--- src/rtl/fsm_mon_pkg.sv ---
// Shared types and constants for the sequencer output monitor.
package fsm_mon_pkg;

    // Monitor FSM: waiting for a 0, locked on, or locked on with an error seen
    typedef enum logic [1:0] {
        UNSYNC = 2'd0,
        TRACK  = 2'd1,
        ERR    = 2'd2
    } mon_state_t;

    // Last state of the 0->1->2->3 loop and the only state that drives out=1
    localparam logic [1:0] SEQ_LAST  = 2'd3;
    localparam logic [1:0] OUT_STATE = 2'd2;

    // Successor of a sequencer state, wrapping 3 -> 0
    function automatic logic [1:0] seq_next(input logic [1:0] s);
        return s + 2'd1;
    endfunction

endpackage

--- src/rtl/fsm_mon_dwell_ctr.sv ---
// Hold (dwell) counter: counts consecutive hold samples and reports the
// sample that completes STUCK_LIMIT holds. Saturates so long holds keep hitting.
module fsm_mon_dwell_ctr #(
    parameter int STUCK_LIMIT = 4
) (
    input  logic clk,
    input  logic rst_n,
    input  logic i_clr,
    input  logic i_inc,
    output logic o_hit
);
    import fsm_mon_pkg::*;

    localparam int DW = $clog2(STUCK_LIMIT + 1);
    localparam logic [DW-1:0] HIT_AT  = DW'(STUCK_LIMIT - 1);
    localparam logic [DW-1:0] CNT_MAX = DW'(STUCK_LIMIT);

    logic [DW-1:0] r_cnt;

    // Count holds; clear wins, saturate at the limit
    always_ff @(posedge clk or negedge rst_n) begin
        if (!rst_n) begin
            r_cnt <= '0;
        end else if (i_clr) begin
            r_cnt <= '0;
        end else if (i_inc && (r_cnt != CNT_MAX)) begin
            r_cnt <= r_cnt + 1'b1;
        end
    end

    // This hold is the STUCK_LIMIT-th (or later) consecutive one
    assign o_hit = i_inc && !i_clr && (r_cnt >= HIT_AT);

endmodule

--- src/rtl/fsm_seq_monitor.sv ---
// Passive monitor for the 4-state sequencer (0->1->2->3->0, out==1 only in 2).
// Flags illegal jumps, wrong out and stuck states; counts completed loops.
// Optional FSMMON_ERR_STAMP_EN adds a cycle counter and err_stamp output.
module fsm_seq_monitor #(
    parameter int STUCK_LIMIT = 4,
    parameter int CNT_W       = 8
`ifdef FSMMON_ERR_STAMP_EN
    ,
    parameter int STAMP_W     = 16
`endif
) (
    input  logic             clk,
    input  logic             rst_n,
    input  logic             en,
    input  logic             clr,
    input  logic             dut_rst,
    input  logic [1:0]       dut_state,
    input  logic             dut_out,
    output logic             sync_ok,
    output logic             trans_err,
    output logic             out_err,
    output logic             stuck_err,
    output logic             any_err,
    output logic [CNT_W-1:0] loop_cnt
`ifdef FSMMON_ERR_STAMP_EN
    ,
    output logic [STAMP_W-1:0] err_stamp
`endif
);
    import fsm_mon_pkg::*;

    mon_state_t       r_state;
    mon_state_t       w_state_next;
    logic [1:0]       r_prev;
    logic             w_active;
    logic             w_check;
    logic             w_legal;
    logic             w_hold;
    logic             w_trans_hit;
    logic             w_out_hit;
    logic             w_stuck_hit;
    logic             w_err_now;
    logic             w_wrap;
    logic             w_trans_next;
    logic             w_out_next;
    logic             w_stuck_next;
    logic [CNT_W-1:0] w_loop_base;
    logic [CNT_W-1:0] w_loop_next;

    // Checks run only while locked on and the sequencer is live
    assign w_active    = en && !dut_rst;
    assign w_check     = (r_state != UNSYNC) && w_active;
    assign w_legal     = w_check && (dut_state == seq_next(r_prev));
    assign w_hold      = w_check && (dut_state == r_prev);
    assign w_trans_hit = w_check && !w_legal && !w_hold;
    assign w_out_hit   = w_check && (dut_out != (dut_state == OUT_STATE));
    assign w_wrap      = w_legal && (r_prev == SEQ_LAST);
    assign w_err_now   = w_trans_hit || w_out_hit || w_stuck_hit;

    // Any non-hold sample (including leaving UNSYNC) restarts the dwell count
    fsm_mon_dwell_ctr #(
        .STUCK_LIMIT (STUCK_LIMIT)
    ) u_dwell (
        .clk   (clk),
        .rst_n (rst_n),
        .i_clr (!w_hold),
        .i_inc (w_hold),
        .o_hit (w_stuck_hit)
    );

    // Next FSM state, sticky flags and loop count; a new error beats clr
    always_comb begin
        w_state_next = r_state;
        w_trans_next = (trans_err & ~clr) | w_trans_hit;
        w_out_next   = (out_err   & ~clr) | w_out_hit;
        w_stuck_next = (stuck_err & ~clr) | w_stuck_hit;
        w_loop_base  = clr ? '0 : loop_cnt;
        w_loop_next  = w_loop_base;
        if (w_wrap && (w_loop_base != {CNT_W{1'b1}})) begin
            w_loop_next = w_loop_base + 1'b1;
        end
        case (r_state)
            UNSYNC: begin
                if (w_active && (dut_state == 2'd0)) begin
                    w_state_next = TRACK;
                end
            end
            TRACK: begin
                if (!w_active) begin
                    w_state_next = UNSYNC;
                end else if (w_err_now) begin
                    w_state_next = ERR;
                end
            end
            ERR: begin
                if (!w_active) begin
                    w_state_next = UNSYNC;
                end else if (!w_err_now && clr) begin
                    w_state_next = UNSYNC;
                end
            end
            default: begin
                w_state_next = UNSYNC;
            end
        endcase
    end

    // FSM state register
    always_ff @(posedge clk or negedge rst_n) begin
        if (!rst_n) begin
            r_state <= UNSYNC;
        end else begin
            r_state <= w_state_next;
        end
    end

    // Registered outputs and last sampled state (zero whenever not checking)
    always_ff @(posedge clk or negedge rst_n) begin
        if (!rst_n) begin
            r_prev    <= 2'd0;
            sync_ok   <= 1'b0;
            trans_err <= 1'b0;
            out_err   <= 1'b0;
            stuck_err <= 1'b0;
            any_err   <= 1'b0;
            loop_cnt  <= '0;
        end else begin
            r_prev    <= w_check ? dut_state : 2'd0;
            sync_ok   <= (w_state_next == TRACK);
            trans_err <= w_trans_next;
            out_err   <= w_out_next;
            stuck_err <= w_stuck_next;
            any_err   <= w_trans_next | w_out_next | w_stuck_next;
            loop_cnt  <= w_loop_next;
        end
    end

`ifdef FSMMON_ERR_STAMP_EN
    logic [STAMP_W-1:0] r_cycle;

    // Free-running cycle counter
    always_ff @(posedge clk or negedge rst_n) begin
        if (!rst_n) begin
            r_cycle <= '0;
        end else begin
            r_cycle <= r_cycle + 1'b1;
        end
    end

    // Capture the cycle of the first flag after reset/clr; any_err marks "already stamped"
    always_ff @(posedge clk or negedge rst_n) begin
        if (!rst_n) begin
            err_stamp <= '0;
        end else if (w_err_now && (!any_err || clr)) begin
            err_stamp <= r_cycle;
        end else if (clr) begin
            err_stamp <= '0;
        end
    end
`endif

endmodule
--- config.mk ---
export PLATFORM = sky130hd
export DESIGN_NAME = fsm_seq_monitor
export DESIGN_NICKNAME = d
export VERILOG_FILES = /design/src/rtl/fsm_mon_pkg.sv /design/src/rtl/fsm_mon_dwell_ctr.sv /design/src/rtl/fsm_seq_monitor.sv
export SDC_FILE = /design/constraint.sdc
export NUM_CORES = 1
export LEC_CHECK = 0
export CORE_UTILIZATION = 45
export CTS_CLUSTER_SIZE = 40
export DETAILED_ROUTE_END_ITERATION = 6
export GPL_ROUTABILITY_DRIVEN = 0
export PLACE_DENSITY_LB_ADDON = 0.25
export SLEW_MARGIN = 15
export SYNTH_ARGS = -nofsm -noshare
export SYNTH_HDL_FRONTEND = slang
export SYNTH_SLANG_ARGS = --single-unit
--- constraint.sdc ---
create_clock -name clk -period 3.2 [get_ports clk]
set_clock_uncertainty 0.2 [all_clocks]
set_input_delay 0.48 -clock clk [delete_from_list [all_inputs] [get_ports clk]]
set_output_delay 0.48 -clock clk [all_outputs]
set_load 0.1 [all_outputs]
==> summary.txt, run 1 <==
GRT
  – GRT overflow: 0
  – Gr usage total: 0.1945
  – First-pass GRT wire length: ~3800 µm
  – Vias in the first global route: between 900 and 1000
  – Pin count of the biggest net entering global routing: 21
  – Antenna violations before repair: 0

Run
  – Max Cap Viol: 0

Power
  – Pwr/cell area: 327.5 nW/µm²
  – Worst vdd ir: between 200 and 250 µV
  – Leakage: between 0.6 and 0.7 nW

Synth
  – Post-Synth Simple-Gate Area: 0.2519
  – Syn avg cell area: 9.889 µm²
  – Most common cell in the synthesized netlist: dfrtp_1
  – Cell area after synthesis: 1127 µm²
  – Compound-Gate Fraction of Synth Area: 0.09101
  – Top cells by count, synth: dfrtp_1 (20), nor2_1 (10), inv_1 (9)
  – Synth top area share: 0.4440
  – Post-synthesis adder-cell area fraction: 0.05549
  – Share of synthesized registers carrying an async set or reset: 1.000
  – Top_reg_cell synth: dfrtp_1
  – Register area share after synthesis: 0.4440
  – XOR/XNOR Fraction of Synth Area: 0.06215
  – Flops & latches, synth: 20
  – Synth area leader: dfrtp_1
  – Number of flops mapped to enable cells by yosys: 0
  – Syn nets: roughly 130
  – Cells after synthesis: 114
  – Ranking of synthesized cells by area: dfrtp_1 (44%), ha_1 (5.5%), nor2b_1 (3.9%), nor4_1 (3.9%), xnor2_1 (3.9%)
  – Unique masters post-synth: 38
  – Mux contribution to synthesized area: 0.05327
  – Ys Warns: 0
  – Largest family of logic cells by synthesized area: simple AND/OR/NAND/NOR gates

Routing
  – Post-DRT Antenna Nets: 0
  – First-pass detailed-route iteration total: 4
  – Wire per inst: 13.13 µm
  – Via count: 920
  – Post-Route WL: between 2000 and 2500 µm
  – Count of routing violations after the opening detailed-route iteration: 18
  – DRC: 0
  – Avg Vias per Cell: between 5 and 6

Setup path
  – Crit. End Element: register
  – Crit path cell chain: ha_1, xor2_1, or4_1, nor4_1, mux2_1
  – Kind of critical path: register to register
  – Worst-path fanout max: 7
  – Critical Path RT: 3190 ps
  – CP peak stage delay: between 600 and 700 ps
  – Worst setup SP type: register
  – Slowest cell on crit path: or4_1
  – Crit path DAT: 2590 ps

STA
  – Worst Tran Pin Value: approximately 860 ps
  – Pins Over Slew Limit: 0
  – Final Critical Period: 2596 ps
  – Final TNS setup: 0 ps
  – # setup viols final: 0
  – Setup ws final: 604.2 ps
  – FMAX: 385.2 MHz
  – RSZ-0062 raised after global routing: false
  – Min Hold Slack: 331.5 ps
  – Max-Slew Margin vs Limit: 0.4277
  – Count of final hold-check violations: 0
  – Period Utilization, post-route: 0.8112

Clocking
  – Hold_buf cts: 0
  – Post-CTS Setup Bufs: 0
  – Longest Clk Path Bufs: 2
  – CTS tree: done
  – Clk slew on worst S/H paths: about 110 ps
  – Worst-Skew Late Latency: 300 ps
  – # resized after CTS: 0
  – CTS H-tree depth: 1
  – TritonCTS Buffers: 3
  – Root buf cell: clkbuf_4
  – CTS Sinks: 20

Die
  – Die area: between 2000 and 3000 µm²
  – Num rows: 17
  – Core ar.: around 2300 µm²
  – IO Pins: 21
  – Chip height: 52.05 µm
  – Initial Utilization: 0.4953
  – Die Span X: 52.05 µm

Layout
  – Area of the multi-input gates: 579.3 µm²
  – Fillers: roughly 220
  – Reg area: between 500 and 600 µm²
  – Non-filler cells in the finished layout: 165
  – Area Growth Syn to Fin: 21.31%
  – Util after Layout: 0.6009
  – ANT cells: 0
  – Final #Nets: 151
  – Share of cells above drive strength 1: 0.1971

Placement
  – Post-DP HPWL: 1706 µm
  – Cells after DPL: 161
  – PortBufs: 20
  – DP Worst Slack: roughly 330 ps

Hold path
  – Hold Path Class: register to register

Outcome
  – Outcome: complete, no violations
## area by class of cell
type	instances	area share
Tap cell	28	0.02562
Clock buffer	4	0.02653
Sequential cell	20	0.3660
Timing Repair Buffer	22	0.1336
Multi-Input combinational cell	82	0.4236
Inverter	9	0.02470
## kinds of logic after synthesis
group,count (synthesis)
AOI/OAI and AO/OA,13
adders and majority gates,5
xor gates and xnor gates,8
buffers and inverters,12
DFF,20
and+or+nand+nor,51
muxes,5
## metal layers
metal,GRT usage,vias up,part of all wire
li1,-,455,-
met1,0.2593,437,0.47
met2,0.3013,24,0.47
met3,0.03509,4,0.047
met4,0.09459,0,0.014
met5,0,-,0
## per-stage QoR
stage	power, mW	cell area [µm²]
after floorplan	0.2886	1127
after global placement	0.3093	1331
after detailed placement	0.3101	1331
after CTS	0.4537	1368
after global routing	0.4708	1368
final	0.4479	1368
## layout by cell type, fill, tap and decap left out, types with 2 or more instances in the layout
cell type	count
buf_4	15
inv_1	9
nand4_1	2
clkdlybuf4s50_1	7
nor3_1	2
nand3_1	3
a21oi_1	2
nor2b_1	7
ha_1	5
a211oi_1	2
xnor2_1	5
clkbuf_4	3
and3_1	3
mux2_1	3
and2_1	2
xor2_1	3
nor4_1	7
nor2_1	10
nand2_1	7
dfrtp_1	20
## worst paths after layout
kind | startpoint | endpoint | slack [ps] | cells after the start
max in group asynchronous | rst_n | out_err$_DFF_PN0_ | 1810 | 1
min in group asynchronous | rst_n | loop_cnt[2]$_DFF_PN0_ | 460 | 1
setup reg to reg | r_prev[0]$_DFF_PN0_ | loop_cnt[7]$_DFF_PN0_ | 600 | 5
setup / recovery | r_prev[0]$_DFF_PN0_ | loop_cnt[7]$_DFF_PN0_ | 600 | 5
hold reg to reg | r_state[1]$_DFF_PN0_ | r_state[0]$_DFF_PN0_ | 330 | 1
hold / removal | r_state[1]$_DFF_PN0_ | r_state[0]$_DFF_PN0_ | 330 | 1
## critical path, delay by kind of cell (launching register included)
family | cells | cell delay, ps
mux | 1 | 360
simple gates | 2 | 1000
fa+ha+maj | 1 | 320
flops | 1 | 440
xor+xnor | 1 | 170
## report_power, final
| part | switching (mW) | internal (mW) |
|---|---|---|
| Clock | 0.0735 | 0.0693 |
| Combinational | 0.0308 | 0.0180 |
| Sequential | 0.00142 | 0.255 |
| Total | 0.106 | 0.342 |
## sequential cells by signal, summed over array words and instances (netlist names)
name	cells
r_prev	2
out_err	1
loop_cnt	8
stuck_err	1
u_dwell.r_cnt	3
any_err	1
sync_ok	1
r_state	2
trans_err	1
Note: power is estimated with default switching activity, not from simulation.
==> run 2, diff against run 1 <==
==> constraint.sdc (replaced) <==
create_clock -name clk -period 2.5 [get_ports clk]
set_clock_uncertainty 0.2 [all_clocks]
set_input_delay 0.375 -clock clk [delete_from_list [all_inputs] [get_ports clk]]
set_output_delay 0.375 -clock clk [all_outputs]
set_load 0.1 [all_outputs]
==> run 2 against run 1 <==
Effect of this change:
- fmax is 6.8% higher
- critical path depth stayed put
- via count rose by 6.7%
- global-route usage increased by 2.0 points
- core utilization increased by 4.4 points
- worst hold slack worse by 140 ps
- sequential share of layout area down 2.0 points
- clock power rose by 86%
- final cell count rose by 4.8%
- critical path type unchanged
- highest routed layer unchanged
==> summary.txt, run 2 (synthesis gave the netlist of run 1 again) <==
Placement
  – DP Worst Slack: -235.9 ps
  – Post-DP HPWL: 1867 µm
  – PortBufs: 20
  – Placed cell areas: around 1400 µm²
  – Cells after DPL: about 170

Clocking
  – Longest Clk Path Bufs: 2
  – CTS tree: done
  – Root buf cell: clkbuf_4
  – CTS Sinks: 20
  – TritonCTS Buffers: 3
  – CTS H-tree depth: 1
  – Worst-Skew Late Latency: 300 ps
  – Post-CTS Setup Bufs: 0
  – Clk slew on worst S/H paths: approximately 120 ps

Routing
  – Post-Route WL: 2507 µm
  – DRC: 0
  – Wire per inst: 14.49 µm
  – First-pass detailed-route iteration total: 4
  – Avg Vias per Cell: 5.676
  – Count of routing violations after the opening detailed-route iteration: 25
  – Post-DRT Antenna Nets: 0
  – Via count: roughly 1000

Die
  – IO Pins: 21
  – Core ar.: about 2300 µm²
  – Chip height: 52.05 µm
  – Num rows: 17
  – Die Span X: 52.05 µm
  – Die area: 2709 µm²
  – Initial Utilization: 0.4953

STA
  – Setup ws final: just under 70 ps
  – FMAX: 411.3 MHz
  – Min Hold Slack: 190.3 ps
  – Period Utilization, post-route: 0.9725
  – RSZ-0062 raised after global routing: false
  – Worst Tran Pin Value: 423.7 ps
  – # setup viols final: 0
  – Count of final hold-check violations: 0
  – Max-Slew Margin vs Limit: 0.7149
  – Final Critical Period: 2431 ps
  – Pins Over Slew Limit: 0
  – Final TNS setup: 0 ps

GRT
  – First-pass GRT wire length: 4167 µm
  – Gr usage total: 0.2148
  – Pin count of the biggest net entering global routing: 21
  – GRT overflow: 0
  – Antenna violations before repair: 0
  – Vias in the first global route: 951

Hold path
  – Hold Path Class: primary input to asynchronous set/reset pin

Layout
  – Final #Nets: 159
  – Area Growth Syn to Fin: 30.19%
  – Util after Layout: 0.6449
  – Finished Cell Area: ~1500 µm²
  – Largest register FFs: 8
  – Most flop-heavy register: loop_cnt
  – Most frequent cells in the layout: buf_4 (23), dfrtp_1 (14), nor2_1 (10)
  – Biggest regs: loop_cnt x8, u_dwell.r_cnt x3
  – Most common cell after layout, fill and taps aside: buf_4
  – Non-filler cells in the finished layout: 173
  – ANT cells: 0
  – Share of cells above drive strength 1: 0.3034

Outcome
  – Outcome: complete, no violations

Setup path
  – Crit. End Element: register
  – Worst-path fanout max: 6
  – Kind of critical path: register to register
  – Crit path DAT: 2430 ps
  – Critical Path RT: between 2000 and 3000 ps
  – Worst reg-to-reg setup slack: 70 ps
  – Worst setup SP type: register

Power
  – Leakage: 0.6727 nW
  – Power Total: 0.6603 mW
  – Worst vdd ir: 335.0 µV
  – Pwr/cell area: 449.9 nW/µm²

Run
  – Max Cap Viol: 0
==> run 2: critical path: stages, from the launching register on <==
cell     delay, ps
dfrtp_1        400
ha_1           300
xor2_1         180
or4_4          540
or3_4          400
mux2_4         300
==> run 2: layout make-up <==
class	count	area [µm²]
clock inverters	1	30.03
multi-input cells	82	595.6
inverters	9	33.78
repair buffers	30	242.7
flip-flops and latches	20	508.0
clock buffers	3	22.52
fillers	180	808.3
well taps	28	35.03
==> run 2: metal layers <==
| layer | share of wire | global-route usage | vias to the layer above |
|---|---|---|---|
| met5 | 0 | 0 | - |
| met4 | 0.016 | 0.08559 | 0 |
| met3 | 0.058 | 0.04678 | 6 |
| met2 | 0.48 | 0.3675 | 32 |
| met1 | 0.45 | 0.2588 | 480 |
| li1 | - | - | 464 |
==> run 2: path summary, 6_finish.rpt <==
check	end	from	cells past startpoint
worst max register to register	loop_cnt[1]$_DFF_PN0_	r_prev[0]$_DFF_PN0_	5
max in group asynchronous	loop_cnt[4]$_DFF_PN0_	rst_n	2
min in group clk	out_err$_DFF_PN0_	out_err$_DFF_PN0_	1
worst max-delay path	loop_cnt[1]$_DFF_PN0_	r_prev[0]$_DFF_PN0_	5
worst min-delay path	sync_ok$_DFF_PN0_	rst_n	2
worst min register to register	out_err$_DFF_PN0_	out_err$_DFF_PN0_	1
==> run 2: what timing repair did <==
action	4_1_cts	5_1_grt
setup endpoints to repair	2	1
gates resized for setup	2	1
hold buffers	0	0
==> run 2: power breakdown <==
group,internal (mW),leakage [nW],switching [mW]
Combinational,0.0255,0.376,0.0413
Clock,0.162,0.0279,0.104
Sequential,0.326,0.269,0.00183
==> run 3, diff against run 2 <==
--- a/config.mk
+++ b/config.mk
@@ -5,6 +5,8 @@
 export SDC_FILE = /design/constraint.sdc
 export NUM_CORES = 1
 export LEC_CHECK = 0
+export CAP_MARGIN = 10
+export CORE_MARGIN = 2
 export CORE_UTILIZATION = 45
 export CTS_CLUSTER_SIZE = 40
 export DETAILED_ROUTE_END_ITERATION = 6
==> run 3 against run 2 <==
Effect of this change:
- final cell count up 2.9%
- core utilization down 2.6 points
- first-iteration DRC count down 12%
- flip-flop and latch count unchanged
- via count down 2.4%
- non-clock buffer count up 3
- critical path depth unchanged
- final area up 2.6%
- critical endpoint unchanged
- largest cell class unchanged
==> summary.txt, run 3 (synthesis gave the netlist of run 1 again) <==
Outcome
  – Outcome: complete, no violations

Layout
  – ANT cells: 0
  – Area Growth Syn to Fin: 33.52%
  – Most frequent cells in the layout: buf_4 (26), dfrtp_1 (14), nor2_1 (10)
  – Finished Cell Area: roughly 1500 µm²
  – Share of cells above drive strength 1: 0.3311
  – Largest register FFs: 8
  – Most flop-heavy register: loop_cnt
  – Final #Nets: 162
  – Util after Layout: 0.6188
  – Biggest regs: loop_cnt x8, u_dwell.r_cnt x3
  – Most common cell after layout, fill and taps aside: buf_4

STA
  – Period Utilization, post-route: 0.9690
  – # setup viols final: 0
  – RSZ-0062 raised after global routing: true
  – Count of final hold-check violations: 0
  – Worst Tran Pin Value: around 410 ps
  – Min Hold Slack: between 150 and 200 ps
  – Pins Over Slew Limit: 0
  – Max-Slew Margin vs Limit: 0.7214
  – FMAX: 412.8 MHz
  – Final Critical Period: 2422 ps

GRT
  – Pin count of the biggest net entering global routing: 21
  – Antenna violations before repair: 0
  – GRT overflow: 0
  – Met1 GRT Util: 0.2619
  – First-pass GRT wire length: roughly 4200 µm
  – Met2 Use GR: 0.3333
  – Vias in the first global route: just under 1000
  – M3 GR Usage: 0.03056
  – GRT busiest layer: met2
  – Gr usage total: 0.2019

Setup path
  – Worst R2R Path Depth: 5
  – Critical path origin: r_prev[0]$_DFF_PN0_
  – Crit path DAT: 2430 ps
  – Worst setup SP type: register
  – Worst-path fanout max: 6
  – Crit. End Element: register
  – Worst reg-to-reg setup slack: 80 ps
  – Kind of critical path: register to register
  – Critical Path RT: 2510 ps
  – RR Endpoint: loop_cnt[1]$_DFF_PN0_
  – Reg-to-reg startpoint: r_prev[0]$_DFF_PN0_
  – CP Capture Point: loop_cnt[1]$_DFF_PN0_

Power
  – Sw Ratio: 0.2232
  – Power Total: 0.6652 mW
  – Logic pwr share: 0.105
  – Pwr/cell area: 442.0 nW/µm²
  – Internal power: 0.5167 mW
  – Worst vdd ir: 351.2 µV
  – Sequential power share: 0.493
  – Clk pwr share: 0.402
  – Leakage: 0.6869 nW
  – Net Sw Power: 0.1485 mW

Clocking
  – Worst-Skew Late Latency: 310 ps
  – CTS Sinks: 20
  – CTS tree: done
  – TritonCTS Buffers: 3
  – Root buf cell: clkbuf_4
  – Hold_buf cts: 0
  – Clk slew on worst S/H paths: 130 ps
  – Longest Clk Path Bufs: 2
  – Post-CTS Setup Bufs: 0
  – CTS H-tree depth: 1

Placement
  – Placed cell areas: 1424 µm²
  – PortBufs: 20
  – Post-DP HPWL: 1880 µm

Die
  – IO Pins: 21
  – Chip height: 54.05 µm
  – Die area: 2921 µm²
  – Die Span X: 54.05 µm
  – Core ar.: 2432 µm²
  – Initial Utilization: 0.4635
  – Num rows: 18

Routing
  – Post-Route WL: 2418 µm
  – Wire per inst: 13.58 µm
  – Avg Vias per Cell: 5.382
  – Via count: 958
  – DRC: 0
  – Post-DRT Antenna Nets: 0
  – First-pass detailed-route iteration total: 4
  – Count of routing violations after the opening detailed-route iteration: 22

Hold path
  – Hold Path Class: primary input to asynchronous set/reset pin

Run
  – Max Cap Viol: 0
## run 3: how the worst min path moves through the flow
| stage | endpoint | cells past startpoint | startpoint |
|---|---|---|---|
| detailed placement | out_err$_DFF_PN0_ | 1 | out_err$_DFF_PN0_ |
| finish | trans_err$_DFF_PN0_ | 2 | rst_n |
| floorplan | any_err$_DFF_PN0_ | 0 | rst_n |
| CTS | trans_err$_DFF_PN0_ | 2 | rst_n |
| global route | trans_err$_DFF_PN0_ | 2 | rst_n |
| global placement | out_err$_DFF_PN0_ | 1 | out_err$_DFF_PN0_ |
## run 3: per-stage QoR
step / instances / setup WS (ps) / setup TNS, ps
global placement: 174 / -145.1 / -800.7
global route: 178 / -0.5822 / -0.5822
CTS: 178 / 81.23 / 0
detailed placement: 174 / -160.2 / -768.9
floorplan: 114 / 43.79 / 0
finish: 178 / 77.53 / 0
## run 3: critical path: stages (launching register included)
cell     delay [ps]
dfrtp_1         400
ha_1            320
xor2_1          180
or4_4           540
or3_4           400
mux2_4          300
## run 3: repair_timing
item                       4_1_cts  5_1_grt
resized for setup                2        3
pin swaps                        0        0
setup endpoints to repair        1        3
## run 3: final cells by class
cell class                      count  area, µm²
Sequential cell                    20      508.0
Clock buffer                        3      22.52
Tap cell                           30      37.54
Multi-Input combinational cell     82      608.1
Clock inverter                      1      30.03
Timing Repair Buffer               33      265.3
Inverter                            9      33.78
Fill cell                         198      927.1
## run 3: per-layer routing
metal	share of wire	vias to the layer above
li1	-	472
met1	0.47	454
met2	0.47	24
met3	0.041	8
met4	0.024	0
met5	0	-
## run 3: power by group through the flow
stage	combinational, mW	sequential, mW	clock [mW]
2_1_floorplan	0.0227	0.347	0
3_3_place_gp	0.0685	0.334	0
3_5_place_dp	0.0698	0.334	0
4_1_cts	0.0704	0.328	0.271
5_1_grt	0.0771	0.328	0.283
6_report	0.0699	0.328	0.268
